<file path="src/rtl/blink_seq_ctrl_if.sv">
`timescale 1ns/1ps
// ---------------------------------------------------------------------------
// blink_seq_ctrl_if
//
// Purpose : Bundles the configuration/control inputs and the LED/status
//           outputs of blink_seq_ctrl so the register front end and the
//           sequencer connect through one port.
//
// Signals :
//   start_in        start request (front end -> sequencer)
//   stop_in         synchronous abort
//   on_ticks_in     ON duration in clock cycles      [TIMER_W]
//   off_ticks_in    OFF duration in clock cycles     [TIMER_W]
//   gap_ticks_in    inter-burst gap in clock cycles  [TIMER_W]
//   blink_count_in  blinks per burst                 [COUNT_W]
//   repeat_count_in bursts per run, 0 = continuous   [COUNT_W]
//   channel_mask_in channels allowed to light        [CHANNELS]
//   led_out         LED drive, active-high           [CHANNELS]
//   busy_out        high whenever the sequencer is not idle
//   done_out        one-cycle pulse at normal completion
//   state_out       current state encoding           [3]
//
// Modports:
//   master : front end side (drives start/stop/config, reads status)
//   slave  : sequencer side (reads start/stop/config, drives LEDs/status)
// ---------------------------------------------------------------------------
interface blink_seq_ctrl_if #(
  parameter int TIMER_W  = 16,
  parameter int COUNT_W  = 4,
  parameter int CHANNELS = 4
);

  logic                start_in;
  logic                stop_in;
  logic [TIMER_W-1:0]  on_ticks_in;
  logic [TIMER_W-1:0]  off_ticks_in;
  logic [TIMER_W-1:0]  gap_ticks_in;
  logic [COUNT_W-1:0]  blink_count_in;
  logic [COUNT_W-1:0]  repeat_count_in;
  logic [CHANNELS-1:0] channel_mask_in;
  logic [CHANNELS-1:0] led_out;
  logic                busy_out;
  logic                done_out;
  logic [2:0]          state_out;

  modport master (
    output start_in,
    output stop_in,
    output on_ticks_in,
    output off_ticks_in,
    output gap_ticks_in,
    output blink_count_in,
    output repeat_count_in,
    output channel_mask_in,
    input  led_out,
    input  busy_out,
    input  done_out,
    input  state_out
  );

  modport slave (
    input  start_in,
    input  stop_in,
    input  on_ticks_in,
    input  off_ticks_in,
    input  gap_ticks_in,
    input  blink_count_in,
    input  repeat_count_in,
    input  channel_mask_in,
    output led_out,
    output busy_out,
    output done_out,
    output state_out
  );

endinterface

</file>
<file path="src/rtl/blink_seq_ctrl.sv">
`timescale 1ns/1ps
// ---------------------------------------------------------------------------
// blink_seq_ctrl
//
// Purpose : Multi-channel LED blink sequencer. Runs bursts of N on/off blinks
//           separated by an idle gap, repeated M times (or forever when the
//           repeat count is 0), on a masked set of channels. Duration timer,
//           blink counter and repeat counter are all internal.
//
// Parameters:
//   TIMER_W   width of duration inputs and of the internal timer
//   COUNT_W   width of blink and repeat counts
//   CHANNELS  number of LED outputs (>= 2)
//
// Ports:
//   clock_in  system clock, rising edge
//   reset_in  asynchronous, active-high reset
//   bus       blink_seq_ctrl_if.slave: start/stop, durations, counts, mask
//             in; led_out, busy_out, done_out, state_out out
//
// Build option:
//   BLINK_SEQ_CHASE_EN  when defined, a one-hot pointer selects a single lit
//                       channel per blink (led = mask & pointer) and rotates
//                       left at each ON exit. When undefined, every masked
//                       channel lights together during ON.
//
// State encoding: IDLE=000 LOAD=001 ON=010 OFF=011 GAP=100 DONE=101.
// ---------------------------------------------------------------------------
module blink_seq_ctrl #(
  parameter int TIMER_W  = 16,
  parameter int COUNT_W  = 4,
  parameter int CHANNELS = 4
) (
  input  logic             clock_in,
  input  logic             reset_in,
  blink_seq_ctrl_if.slave  bus
);

  typedef enum logic [2:0] {
    ST_IDLE = 3'b000,
    ST_LOAD = 3'b001,
    ST_ON   = 3'b010,
    ST_OFF  = 3'b011,
    ST_GAP  = 3'b100,
    ST_DONE = 3'b101
  } state_t;

  state_t              state_q,       state_d;
  logic [TIMER_W-1:0]  timer_q,       timer_d;
  logic [COUNT_W-1:0]  blinksLeft_q,  blinksLeft_d;
  logic [COUNT_W-1:0]  repeatsLeft_q, repeatsLeft_d;

  // Configuration captured in LOAD; front-end changes mid-run are ignored.
  logic [TIMER_W-1:0]  onTicks_q,     onTicks_d;
  logic [TIMER_W-1:0]  offTicks_q,    offTicks_d;
  logic [TIMER_W-1:0]  gapTicks_q,    gapTicks_d;
  logic [COUNT_W-1:0]  blinkCount_q,  blinkCount_d;
  logic [COUNT_W-1:0]  repeatCount_q, repeatCount_d;
  logic [CHANNELS-1:0] mask_q,        mask_d;

  // Registered Moore outputs.
  logic [CHANNELS-1:0] led_q,         led_d;
  logic                busy_q,        busy_d;
  logic                done_q,        done_d;

`ifdef BLINK_SEQ_CHASE_EN
  logic [CHANNELS-1:0] ptr_q,         ptr_d;
`endif

  logic                infiniteRun;
  logic                abortReq;

  // Timer reload value for a phase: eff(x)-1 where eff(x) = max(x,1).
  function automatic logic [TIMER_W-1:0] durReload(input logic [TIMER_W-1:0] ticks);
    return (ticks == '0) ? '0 : (ticks - TIMER_W'(1));
  endfunction

  // Effective blink count, a zero request still produces one blink.
  function automatic logic [COUNT_W-1:0] effCount(input logic [COUNT_W-1:0] n);
    return (n == '0) ? COUNT_W'(1) : n;
  endfunction

  assign infiniteRun = (repeatCount_q == '0);

  // Stop only aborts an active run; DONE always finishes its pulse.
  assign abortReq = bus.stop_in &&
                    ((state_q == ST_LOAD) || (state_q == ST_ON) ||
                     (state_q == ST_OFF)  || (state_q == ST_GAP));

  // Next-state, timer, counter and capture logic.
  always_comb begin
    state_d       = state_q;
    timer_d       = timer_q;
    blinksLeft_d  = blinksLeft_q;
    repeatsLeft_d = repeatsLeft_q;
    onTicks_d     = onTicks_q;
    offTicks_d    = offTicks_q;
    gapTicks_d    = gapTicks_q;
    blinkCount_d  = blinkCount_q;
    repeatCount_d = repeatCount_q;
    mask_d        = mask_q;
`ifdef BLINK_SEQ_CHASE_EN
    ptr_d         = ptr_q;
`endif

    case (state_q)
      ST_IDLE: begin
        if (bus.start_in && !bus.stop_in) begin
          state_d = ST_LOAD;
        end
      end

      ST_LOAD: begin
        onTicks_d     = bus.on_ticks_in;
        offTicks_d    = bus.off_ticks_in;
        gapTicks_d    = bus.gap_ticks_in;
        blinkCount_d  = bus.blink_count_in;
        repeatCount_d = bus.repeat_count_in;
        mask_d        = bus.channel_mask_in;
        blinksLeft_d  = effCount(bus.blink_count_in);
        repeatsLeft_d = bus.repeat_count_in;
        timer_d       = durReload(bus.on_ticks_in);
`ifdef BLINK_SEQ_CHASE_EN
        ptr_d         = CHANNELS'(1);
`endif
        state_d       = ST_ON;
      end

      ST_ON: begin
        if (timer_q == '0) begin
`ifdef BLINK_SEQ_CHASE_EN
          ptr_d = {ptr_q[CHANNELS-2:0], ptr_q[CHANNELS-1]};
`endif
          if (blinksLeft_q <= COUNT_W'(1)) begin
            timer_d = durReload(gapTicks_q);
            state_d = ST_GAP;
          end else begin
            blinksLeft_d = blinksLeft_q - COUNT_W'(1);
            timer_d      = durReload(offTicks_q);
            state_d      = ST_OFF;
          end
        end else begin
          timer_d = timer_q - TIMER_W'(1);
        end
      end

      ST_OFF: begin
        if (timer_q == '0) begin
          timer_d = durReload(onTicks_q);
          state_d = ST_ON;
        end else begin
          timer_d = timer_q - TIMER_W'(1);
        end
      end

      ST_GAP: begin
        if (timer_q == '0) begin
          if (infiniteRun || (repeatsLeft_q > COUNT_W'(1))) begin
            if (!infiniteRun) begin
              repeatsLeft_d = repeatsLeft_q - COUNT_W'(1);
            end
            blinksLeft_d = effCount(blinkCount_q);
            timer_d      = durReload(onTicks_q);
            state_d      = ST_ON;
          end else begin
            state_d = ST_DONE;
          end
        end else begin
          timer_d = timer_q - TIMER_W'(1);
        end
      end

      ST_DONE: begin
        state_d = ST_IDLE;
      end

      default: begin
        state_d = ST_IDLE;
      end
    endcase

    if (abortReq) begin
      state_d = ST_IDLE;
    end
  end

  // Output decode from the next state so the registered outputs line up
  // with the registered state in the same cycle.
  always_comb begin
    led_d  = '0;
    busy_d = (state_d != ST_IDLE);
    done_d = (state_d == ST_DONE);
    if (state_d == ST_ON) begin
`ifdef BLINK_SEQ_CHASE_EN
      led_d = mask_d & ptr_d;
`else
      led_d = mask_d;
`endif
    end
  end

  // All sequencer state; reset drives everything dark and idle at once.
  always_ff @(posedge clock_in or posedge reset_in) begin
    if (reset_in) begin
      state_q       <= ST_IDLE;
      timer_q       <= '0;
      blinksLeft_q  <= '0;
      repeatsLeft_q <= '0;
      onTicks_q     <= '0;
      offTicks_q    <= '0;
      gapTicks_q    <= '0;
      blinkCount_q  <= '0;
      repeatCount_q <= '0;
      mask_q        <= '0;
      led_q         <= '0;
      busy_q        <= 1'b0;
      done_q        <= 1'b0;
`ifdef BLINK_SEQ_CHASE_EN
      ptr_q         <= CHANNELS'(1);
`endif
    end else begin
      state_q       <= state_d;
      timer_q       <= timer_d;
      blinksLeft_q  <= blinksLeft_d;
      repeatsLeft_q <= repeatsLeft_d;
      onTicks_q     <= onTicks_d;
      offTicks_q    <= offTicks_d;
      gapTicks_q    <= gapTicks_d;
      blinkCount_q  <= blinkCount_d;
      repeatCount_q <= repeatCount_d;
      mask_q        <= mask_d;
      led_q         <= led_d;
      busy_q        <= busy_d;
      done_q        <= done_d;
`ifdef BLINK_SEQ_CHASE_EN
      ptr_q         <= ptr_d;
`endif
    end
  end

  assign bus.led_out   = led_q;
  assign bus.busy_out  = busy_q;
  assign bus.done_out  = done_q;
  assign bus.state_out = state_q;

endmodule

</file>
<file path="src/flat_wrapper.sv">
// flat-port wrapper written by rule: the top's interface ports become plain ports
module blink_seq_ctrl_flat 
#(
  parameter int TIMER_W  = 16,
  parameter int COUNT_W  = 4,
  parameter int CHANNELS = 4
)
  (clock_in, reset_in, bus_start_in, bus_stop_in, bus_on_ticks_in, bus_off_ticks_in, bus_gap_ticks_in, bus_blink_count_in, bus_repeat_count_in, bus_channel_mask_in, bus_led_out, bus_busy_out, bus_done_out, bus_state_out);
  blink_seq_ctrl_if #(.TIMER_W(TIMER_W), .COUNT_W(COUNT_W), .CHANNELS(CHANNELS)) bus_i ();
  input  logic clock_in;
  input  logic reset_in;
  input wire logic [$bits(bus_i.start_in)-1:0] bus_start_in;
  input wire logic [$bits(bus_i.stop_in)-1:0] bus_stop_in;
  input wire logic [$bits(bus_i.on_ticks_in)-1:0] bus_on_ticks_in;
  input wire logic [$bits(bus_i.off_ticks_in)-1:0] bus_off_ticks_in;
  input wire logic [$bits(bus_i.gap_ticks_in)-1:0] bus_gap_ticks_in;
  input wire logic [$bits(bus_i.blink_count_in)-1:0] bus_blink_count_in;
  input wire logic [$bits(bus_i.repeat_count_in)-1:0] bus_repeat_count_in;
  input wire logic [$bits(bus_i.channel_mask_in)-1:0] bus_channel_mask_in;
  output wire logic [$bits(bus_i.led_out)-1:0] bus_led_out;
  output wire logic [$bits(bus_i.busy_out)-1:0] bus_busy_out;
  output wire logic [$bits(bus_i.done_out)-1:0] bus_done_out;
  output wire logic [$bits(bus_i.state_out)-1:0] bus_state_out;
  assign bus_i.start_in = bus_start_in;
  assign bus_i.stop_in = bus_stop_in;
  assign bus_i.on_ticks_in = bus_on_ticks_in;
  assign bus_i.off_ticks_in = bus_off_ticks_in;
  assign bus_i.gap_ticks_in = bus_gap_ticks_in;
  assign bus_i.blink_count_in = bus_blink_count_in;
  assign bus_i.repeat_count_in = bus_repeat_count_in;
  assign bus_i.channel_mask_in = bus_channel_mask_in;
  assign bus_led_out = bus_i.led_out;
  assign bus_busy_out = bus_i.busy_out;
  assign bus_done_out = bus_i.done_out;
  assign bus_state_out = bus_i.state_out;
  blink_seq_ctrl #(.TIMER_W(TIMER_W), .COUNT_W(COUNT_W), .CHANNELS(CHANNELS)) u_core (.clock_in(clock_in), .reset_in(reset_in), .bus(bus_i));
endmodule
</file>
<file path="config.mk">
export PLATFORM = sky130hd
export DESIGN_NAME = blink_seq_ctrl_flat
export DESIGN_NICKNAME = d
export VERILOG_FILES = /design/src/rtl/blink_seq_ctrl_if.sv /design/src/rtl/blink_seq_ctrl.sv /design/src/flat_wrapper.sv
export SDC_FILE = /design/constraint.sdc
export NUM_CORES = 1
export LEC_CHECK = 0
export BUFFER_PORTS_ARGS = -buffer_cell sky130_fd_sc_hd__buf_4
export CAP_MARGIN = 20
export CORE_MARGIN = 2
export CORE_UTILIZATION = 45
export CTS_CLUSTER_DIAMETER = 60
export CTS_CLUSTER_SIZE = 8
export DETAILED_ROUTE_END_ITERATION = 7
export PLACE_DENSITY = 0.64
export SLEW_MARGIN = 20
export SYNTH_ARGS = -nofsm -noshare
export SYNTH_HDL_FRONTEND = slang
export SYNTH_SLANG_ARGS = --single-unit
export TNS_END_PERCENT = 10
</file>
<file path="constraint.sdc">
create_clock -name clock_in -period 5.4 [get_ports clock_in]
set_input_delay 1.08 -clock clock_in [delete_from_list [all_inputs] [get_ports clock_in]]
set_output_delay 1.08 -clock clock_in [all_outputs]
set_load 0.005 [all_outputs]
</file>
[Yosys cells after proc, flatten, opt, wreduce, memory -nomap -nowiden]
Cells that the tools add are included.
Word-level totals
  register bits: 93
  bits of input ports: 64
  output and inout bits: 9
  word-level logic and storage cells: 88
Operators by class
  $add $sub $neg: 7
  equality and inequality tests: 12
  multiplexer cells: 31
  order comparisons: 2
  reductions and logical operators: 23
Operators with widths (number)
  two-way mux 16 bit: 9
  zero test 16 bit: 5
  subtractor 16 x 1 -> 16 bit (second input constant): 5
  case mux 16 bit (4 select lines): 1
  two-way mux 4 bit: 11
  two-way mux 3 bit: 7
  case mux 3 bit (5 select lines): 1
  zero test 4 bit: 3
  case mux 4 bit (3 select lines): 1
  != test 2 bit (second input constant): 5
  == test 3 x 2 -> 1 bit (second input constant): 3
  case mux 4 bit (2 select lines): 1
  subtractor 4 x 1 -> 4 bit (second input constant): 2
  == test 3 bit (second input constant): 2
  nonzero test 3 bit: 2
  AND reduction 5 bit: 1
  > comparator 4 x 1 -> 1 bit (second input constant): 1
  less-or-equal comparator 4 x 1 -> 1 bit (second input constant): 1
  logical OR 1 bit: 4
  AND reduction 4 bit: 1
  nonzero test 4 bit: 1
  == test 3 x 1 -> 1 bit (second input constant): 1
  zero test 3 bit: 1
  != test 3 bit (second input constant): 1
  4 further kinds: 5

[Longest topological paths before layout]
Gate-level depths: netlist of the first run.
  depth after elaboration: 8
  gate-level depth with buffers: 9
  depth with buffers taken out: 9

[Worst setup path after synthesis of the first run]
OpenSTA, ideal clock, no wires.
  path type: input-to-reg
  start: input bus_on_ticks_in[2]
  end: register u_core.timer_q[2]
  arrival: 2.738 ns
  library setup time: 0.126 ns
  stages: 6
  slack: 2.536 ns
  path buffers: 1
  path through: nor4_2 -> nand2_1 -> o21ai_1 -> clkbuf_1 -> o32ai_1 -> o32a_1
Between the ends
  cells in the longest elaborated chain, start to end: 3
  elaborated cells on any way between the ends: 4
  those cells by class: add/sub (1); mux (2); reduce/logical (1)
Ends and longest elaborated chain
  start: declaration: line flat_wrapper.sv:14  | input wire logic [$bits(bus_i.on_ticks_in)-1:0] bus_on_ticks_in;
  subtractor 16 x 1 -> 16 bit or zero test 16 bit (tied branches): line blink_seq_ctrl.sv:75  | return (ticks == '0) ? '0 : (ticks - TIMER_W'(1));
  two-way mux 16 bit (*): line blink_seq_ctrl.sv:75
  case mux 16 bit (4 select lines) (*): line blink_seq_ctrl.sv:106  | case (state_q)
  end signal: assignment: line blink_seq_ctrl.sv:223  | timer_q <= timer_d;
  end: declaration: line blink_seq_ctrl.sv:49  | logic [TIMER_W-1:0] timer_q, timer_d;
Every way passes the cells marked *; elsewhere a longest branch is shown, timed or not.
A chain may end at the register's enable or synchronous reset.

[Worst setup path in the final report of the first run]
  start: input bus_on_ticks_in[2]
  end: register u_core.timer_q[11]
Same word-level chain as after synthesis.

==> impl_metrics.env, run 1 <==
export IMPL_clk_latency_ps=360
export IMPL_drive_above_1_share_pct=13.7
export IMPL_antennaDiodeCount=0
export IMPL_numCtsBuffers=9
export IMPL_cts_tree="yes"
export IMPL_synth_area_um2=6150
export IMPL_finalCriticalPeriod_ps=3360
export IMPL_routed_wl_mm=18.3
export IMPL_slew_limit_headroom_pct=34.4
export IMPL_rr_worst_depth=6
export IMPL_reg2reg_slack_ps=2090
export IMPL_synth_top_area_share_pct=37.8
export IMPL_pwr_share_seq_pct=35.8
export IMPL_r2r_start="u_core.timer_q[9]"
export IMPL_syn_area_per_cell_um2=7.91
export IMPL_p_sw_mw=1.87
export IMPL_core_area_um2=13300
export IMPL_worst_pin_slew_ps=978
export IMPL_die_h_um=121
export IMPL_min_from="u_core.mask_q[1]"
export IMPL_cts_buffer_depth=2
export IMPL_hold_path_endpoint="u_core.mask_q[1]"
export IMPL_cp_end_kind="flop"
export IMPL_whs_path_depth=2
export IMPL_cts_root_buf="clkbuf_16"
export IMPL_power_frac_comb_pct=47.8
export IMPL_yosysWarningCount=0
export IMPL_utilization_pct=53.8
export IMPL_ant_nets=0
export IMPL_cts_repair_resized=0
export IMPL_ys_types=65
export IMPL_synth_ff_type="dfrtp_1"
export IMPL_num_rows=42
export IMPL_status="complete, no violations"
export IMPL_yosys_area_top_type="dfrtp_1"
export IMPL_start_util_pct=46.3
export IMPL_synth_edf_count=0
export IMPL_crit_arrival_ps=3610
export IMPL_switching_share_pct=46.5
export IMPL_r2r_end="u_core.repeatsLeft_q[2]"
export IMPL_intPower_mw=2.15
export IMPL_p_clk_share_pct=16.4
export IMPL_hold_viol=0
export IMPL_vias_per_cell=5.92
export IMPL_syn_nets=855
export IMPL_synth_seq_cells=93
export IMPL_cp_required_ps=5640
export IMPL_antenna_found_initial=0
export IMPL_grt_setup_unrepaired="false"
export IMPL_multi_input_area_um2=3620
export IMPL_detailed_place_hpwl_mm=13.3
export IMPL_area_delta_synth_final_pct=16.2
export IMPL_fillers=1301
export IMPL_ios=73
export IMPL_vias=6019
export IMPL_grt_first_pass_wirelength_mm=29.8
export IMPL_htreeDepth=3
export IMPL_finalClockSkew_ps=7.58
export IMPL_place_ws_ps=1730
export IMPL_grt_pass1_vias=5744
export IMPL_critical_path_max_fanout=12
export IMPL_fin_ws_ps=2040
export IMPL_slowest_stage="o21ai_1"
export IMPL_first_iter_violations=562
export IMPL_portBuffers=72
export IMPL_hold_worst_slack_ps=471
export IMPL_remaining_drc_errors=0
export IMPL_vdd_drop_max_uv=247
export IMPL_first_pass_iters=6
export IMPL_slowest_delay_ps=840
export IMPL_seq_area_um2=2330
export IMPL_hp_class="reg -> reg"
export IMPL_fin_nets=913
export IMPL_synth_async_reset_ratio_pct=100
export IMPL_overflow=0
export IMPL_die_area_um2=14600
export IMPL_worstSetupPathType="in -> reg"
export IMPL_min_period_over_period_pct=62.3
export IMPL_max_cap_violations=0
export IMPL_p_leak_nw=3.10
export IMPL_grt_max_degree=68
export IMPL_setup_viol_count_final=0
export IMPL_max_freq_mhz=297
export IMPL_clkTransAtPathRegs_ps=70
export IMPL_powerDensity_nw_per_um2=561
export IMPL_synthCells=778
export IMPL_cts_hold_buf=0
export IMPL_cp_start_kind="primary input"
export IMPL_clock_sinks=93
export IMPL_fin_tns_setup_ps=0
export IMPL_gp_congestion=0.967
export IMPL_drv_slew=0
export IMPL_post_cts_buffers=0
export IMPL_cp_cell_sequence="buf_4 -> nor4_2 -> nand2_1 -> o21ai_1 -> o21ai_0 -> o32a_1"
export IMPL_seq_area_frac_synth_pct=37.8
export IMPL_synth_area_leaders="dfrtp_1 (38%), nand2_1 (12%), xor2_1 (3.7%)"
export IMPL_grt_usage_pct=26.0
export IMPL_wire_per_inst_um=18.0
export IMPL_die_w_um=121
area by class of cell:
| cell class | instances | area share, % |
|---|---|---|
| Clock buffer | 10 | 3.34 |
| Clock inverter | 5 | 0.823 |
| Tap cell | 176 | 3.08 |
| Sequential cell | 93 | 32.6 |
| Inverter | 23 | 1.23 |
| Timing Repair Buffer | 79 | 8.30 |
| Multi-Input combinational cell | 630 | 50.7 |
worst max path at each step:
| stage | start | end | slack, ps | cells past startpoint |
|---|---|---|---|---|
| finish | bus_on_ticks_in[2] | u_core.timer_q[11] | 2040 | 6 |
| floorplan | reset_in | u_core.blinkCount_q[0] | 1900 | 1 |
| CTS | bus_on_ticks_in[2] | u_core.timer_q[11] | 2080 | 6 |
| global placement | bus_on_ticks_in[2] | u_core.timer_q[11] | 1840 | 6 |
| global route | u_core.timer_q[9] | u_core.repeatsLeft_q[2] | 1770 | 6 |
| detailed placement | bus_on_ticks_in[2] | u_core.timer_q[11] | 1730 | 6 |
stage by stage:
| step | power, mW | area, um2 | instances |
|---|---|---|---|
| 6_report | 4.01 | 7150 | 1016 |
| 5_1_grt | 4.33 | 7150 | 1016 |
| 4_1_cts | 4.00 | 7150 | 1016 |
| 3_5_place_dp | 3.33 | 6850 | 1001 |
| 3_3_place_gp | 3.29 | 6850 | 1001 |
| 2_1_floorplan | 2.73 | 6150 | 778 |
cell usage in the layout, fill, tap and decap left out, types with 8 or more instances in the layout:
cell / instances
nand3_1: 18
clkbuf_16: 9
nand2_1: 201
dfrtp_1: 93
a21oi_1: 29
o21ai_0: 39
mux2i_1: 8
o21ai_1: 9
ha_1: 13
buf_4: 79
xor2_1: 26
nor4_1: 16
xnor2_1: 20
inv_1: 21
nor3_1: 39
o22ai_1: 8
nand4_1: 13
nor2_1: 57
critical path: cells and delay by family:
kind / cells / cell delay, ps
buffers and inverters: 1 / 130
AND/OR/NAND/NOR: 2 / 960
AO/OA/AOI/OAI: 3 / 1420
cells by family after synthesis:
kind of cell | Yosys count | share of synthesized area (%)
fa+ha+maj | 13 | 2.64
compound gates | 155 | 16.9
flops | 93 | 37.8
simple gates | 405 | 30.8
xor+xnor | 46 | 6.55
buf+inv | 55 | 3.40
mux | 11 | 1.85
cell usage after synthesis, types with 4 or more instances:
library cell and instances:
a21oi_1 29, a22oi_1 7, a31oi_1 6, and3_1 7, clkbuf_1 28, dfrtp_1 93
ha_1 13, inv_1 22, mux2i_1 8, nand2_1 202, nand2b_1 6, nand3_1 18
nand3b_1 5, nand4_1 13, nand4b_1 5, nor2_1 58, nor2b_1 7, nor3_1 39
nor3b_1 7, nor4_1 16, o211ai_1 7, o21ai_0 39, o21ai_1 9, o221ai_1 5
o22ai_1 8, o31a_1 4, o32a_1 4, xnor2_1 20, xor2_1 26
power by group through the flow:
| stage | Clock [mW] | Sequential, mW | Combinational [mW] |
|---|---|---|---|
| after detailed placement | 0 | 1.44 | 1.89 |
| after CTS | 0.667 | 1.43 | 1.91 |
| after global placement | 0 | 1.42 | 1.86 |
| final | 0.656 | 1.44 | 1.92 |
| after global routing | 0.695 | 1.49 | 2.15 |
| after floorplan | 0 | 1.31 | 1.42 |
sequential cells by signal, summed over array words and instances (netlist names):
signal and flops:
u_core.blinkCount_q 4, u_core.blinksLeft_q 4, u_core.bus.busy_out 1, u_core.bus.done_out 1, u_core.bus.led_out 4, u_core.bus.state_out 3
u_core.gapTicks_q 16, u_core.mask_q 4, u_core.offTicks_q 16, u_core.onTicks_q 16, u_core.repeatCount_q 4, u_core.repeatsLeft_q 4
u_core.timer_q 16
per-layer routing:
metal  global-route usage [%]  share of wire [%]  up-vias  wire, um
li1                         -                  -     2875         -
met1                     36.8                 45     2886      8290
met2                     40.4                 46      231      8350
met3                     3.24                6.6       27      1210
met4                     10.3                2.3        0       413
met5                        0                  0        -         0
(Power assumes the default switching activity.)
==> run 2: changes to the inputs <==
Settings changed: ABC_AREA set to 1.
Clock period 5.4 ns to 3.3 ns, I/O delays scaled along.
==> impl_metrics.env, run 2 <==
export IMPL_status="complete, no violations"
export IMPL_critical_path_max_fanout=15
export IMPL_vdd_drop_max_uv=573
export IMPL_remaining_drc_errors=0
export IMPL_die_w_um=126
export IMPL_max_cap_violations=0
export IMPL_ios=73
export IMPL_die_h_um=126
export IMPL_cts_buffer_depth=2
export IMPL_drive_above_1_share_pct=12.8
export IMPL_antenna_found_initial=0
export IMPL_seq_area_frac_synth_pct=34.7
export IMPL_crit_arrival_ps=2580
export IMPL_first_pass_iters=5
export IMPL_yosys_area_share_simple_pct=40.1
export IMPL_cts_tree="yes"
export IMPL_htreeDepth=3
export IMPL_synth_seq_cells=93
export IMPL_cp_end_kind="flop"
export IMPL_overflow=0
export IMPL_yosysMostFrequentCell="nand2_1"
export IMPL_layout_commonest_cell="nand2_1"
export IMPL_setup_viol_count_final=0
export IMPL_start_util_pct=46.2
export IMPL_slew_limit_headroom_pct=42.4
export IMPL_synth_area_leaders="dfrtp_1 (35%), nand2_1 (18%), nor2_1 (8.2%)"
export IMPL_first_iter_violations=544
export IMPL_core_area_um2=14500
export IMPL_place_ws_ps=935
export IMPL_clk_latency_ps=360
export IMPL_worstSetupPathType="reg -> reg"
export IMPL_portBuffers=72
export IMPL_powerDensity_nw_per_um2=886
export IMPL_min_period_over_period_pct=69.3
export IMPL_synth_top_area_share_pct=34.7
export IMPL_num_rows=44
export IMPL_layout_common_cells="nand2_1 (328), nor2_1 (146), inv_1 (117)"
export IMPL_synth_compound_area_share_pct=10.0
export IMPL_synth_xor_area_share_pct=3.91
export IMPL_cts_hold_buf=0
export IMPL_synth_top_family_by_area="simple AND/OR/NAND/NOR gates"
export IMPL_numCtsBuffers=9
export IMPL_synth_common_cells="nand2_1 (328), nor2_1 (146), inv_1 (118)"
export IMPL_syn_nets=1118
export IMPL_synth_ff_type="dfrtp_1"
export IMPL_drv_slew=0
export IMPL_cts_root_buf="clkbuf_16"
export IMPL_fin_tns_setup_ps=0
export IMPL_hold_worst_slack_ps=298
export IMPL_fin_ws_ps=1010
export IMPL_grt_usage_pct=24.1
export IMPL_grt_setup_unrepaired="false"
export IMPL_post_cts_buffers=0
export IMPL_synth_area_um2=6710
export IMPL_cp_start_kind="flop"
export IMPL_area_delta_synth_final_pct=15.2
export IMPL_hold_viol=0
export IMPL_worst_pin_slew_ps=864
export IMPL_yosys_area_top_type="dfrtp_1"
export IMPL_grt_pass1_vias=6279
export IMPL_grt_first_pass_wirelength_mm=30.8
export IMPL_die_area_um2=15900
export IMPL_detailed_place_hpwl_mm=14.1
export IMPL_wire_per_inst_um=14.4
export IMPL_vias=6713
export IMPL_fin_nets=1186
export IMPL_finalClockSkew_ps=5.30
export IMPL_p_leak_nw=3.88
export IMPL_ys_types=45
export IMPL_hp_class="in -> async"
export IMPL_gp_congestion=0.894
export IMPL_cp_required_ps=3590
export IMPL_max_freq_mhz=437
export IMPL_clock_sinks=93
export IMPL_vias_per_cell=5.17
export IMPL_synth_edf_count=0
export IMPL_cts_repair_resized=0
export IMPL_syn_area_per_cell_um2=6.45
export IMPL_synthCells=1041
export IMPL_synth_area_mux_share_pct=0
export IMPL_grt_max_degree=99
export IMPL_synth_fa_ha_area_share_pct=2.42
export IMPL_yosysWarningCount=0
export IMPL_antennaDiodeCount=0
export IMPL_finalCriticalPeriod_ps=2290
export IMPL_synth_async_reset_ratio_pct=100
export IMPL_ant_nets=0
export IMPL_routed_wl_mm=18.6
export IMPL_clkTransAtPathRegs_ps=70
## run 2: cell types whose count changed after synthesis, moves of 14 or more
cell / before / now
nand2_1: 202 / 328
inv_1: 22 / 118
nor2_1: 58 / 146
nor3_1: 39 / 7
nor4_1: 16 / 1
clkbuf_1: 28 / 6
o21ai_0: 39 / 85
xnor2_1: 20 / 6
nand3_1: 18 / 96
## run 2: final timing paths
kind | start | endpoint | slack, ps | depth (start not counted)
setup / recovery | u_core.repeatsLeft_q[0] | u_core.timer_q[14] | 1010 | 13
hold / removal | reset_in | u_core.offTicks_q[12] | 300 | 2
setup reg to reg | u_core.repeatsLeft_q[0] | u_core.timer_q[14] | 1010 | 13
hold reg to reg | u_core.blinkCount_q[0] | u_core.blinkCount_q[0] | 470 | 2
max in group asynchronous | reset_in | u_core.onTicks_q[10] | 2280 | 3
min in group clock_in | u_core.blinkCount_q[0] | u_core.blinkCount_q[0] | 470 | 2
## run 2: through the flow
step	total power, mW	area [um2]	instances	util (%)
floorplan	4.82	6710	1041	-
global placement	5.73	7430	1282	51.1
detailed placement	5.77	7430	1282	51.1
CTS	6.87	7730	1298	53.2
global route	7.51	7730	1298	53.2
finish	6.85	7730	1298	53.2
## run 2: kinds of logic (layout without fill, tap and decap cells)
| kind of cell | Yosys count | in the layout |
|---|---|---|
| AO/OA/AOI/OAI | 121 | 121 |
| XOR/XNOR | 30 | 30 |
| adder cells (fa/ha/maj) | 13 | 13 |
| buffers and inverters | 152 | 225 |
| flip-flops | 93 | 93 |
| AND/OR/NAND/NOR | 632 | 632 |
## run 2: final cells by class
type,count,area (um2)
timing repair buffer,77,591
clock buffer,9,225
sequential,93,2330
clock inverter,7,76.3
inverter,132,497
multi-input combinational,796,3790
fill,1563,6800
tap,184,230
## run 2: critical path: stages (launching register included)
cell and delay [ps]:
dfrtp_1 410, inv_1 90, ha_1 190, nor2_1 50
nor3_1 110, and2_1 200, nand2_1 80, o21ai_2 530
inv_2 240, nand2_1 110, inv_1 50, nand2_1 50
nor2_1 40, nor2_1 80
## run 2: layer usage
layer / GRT usage (%) / vias to the layer above / routed length, um
li1: - / 3432 / -
met1: 32.8 / 3070 / 8750
met2: 38.4 / 182 / 8410
met3: 5.65 / 29 / 1090
met4: 7.30 / 0 / 390
met5: 0 / - / 0
## run 2: power breakdown
part | leakage, nW | switching [mW] | internal (mW)
clock | 0.142 | 0.481 | 0.590
combinational | 2.61 | 2.34 | 1.24
sequential | 1.13 | 0.498 | 1.70
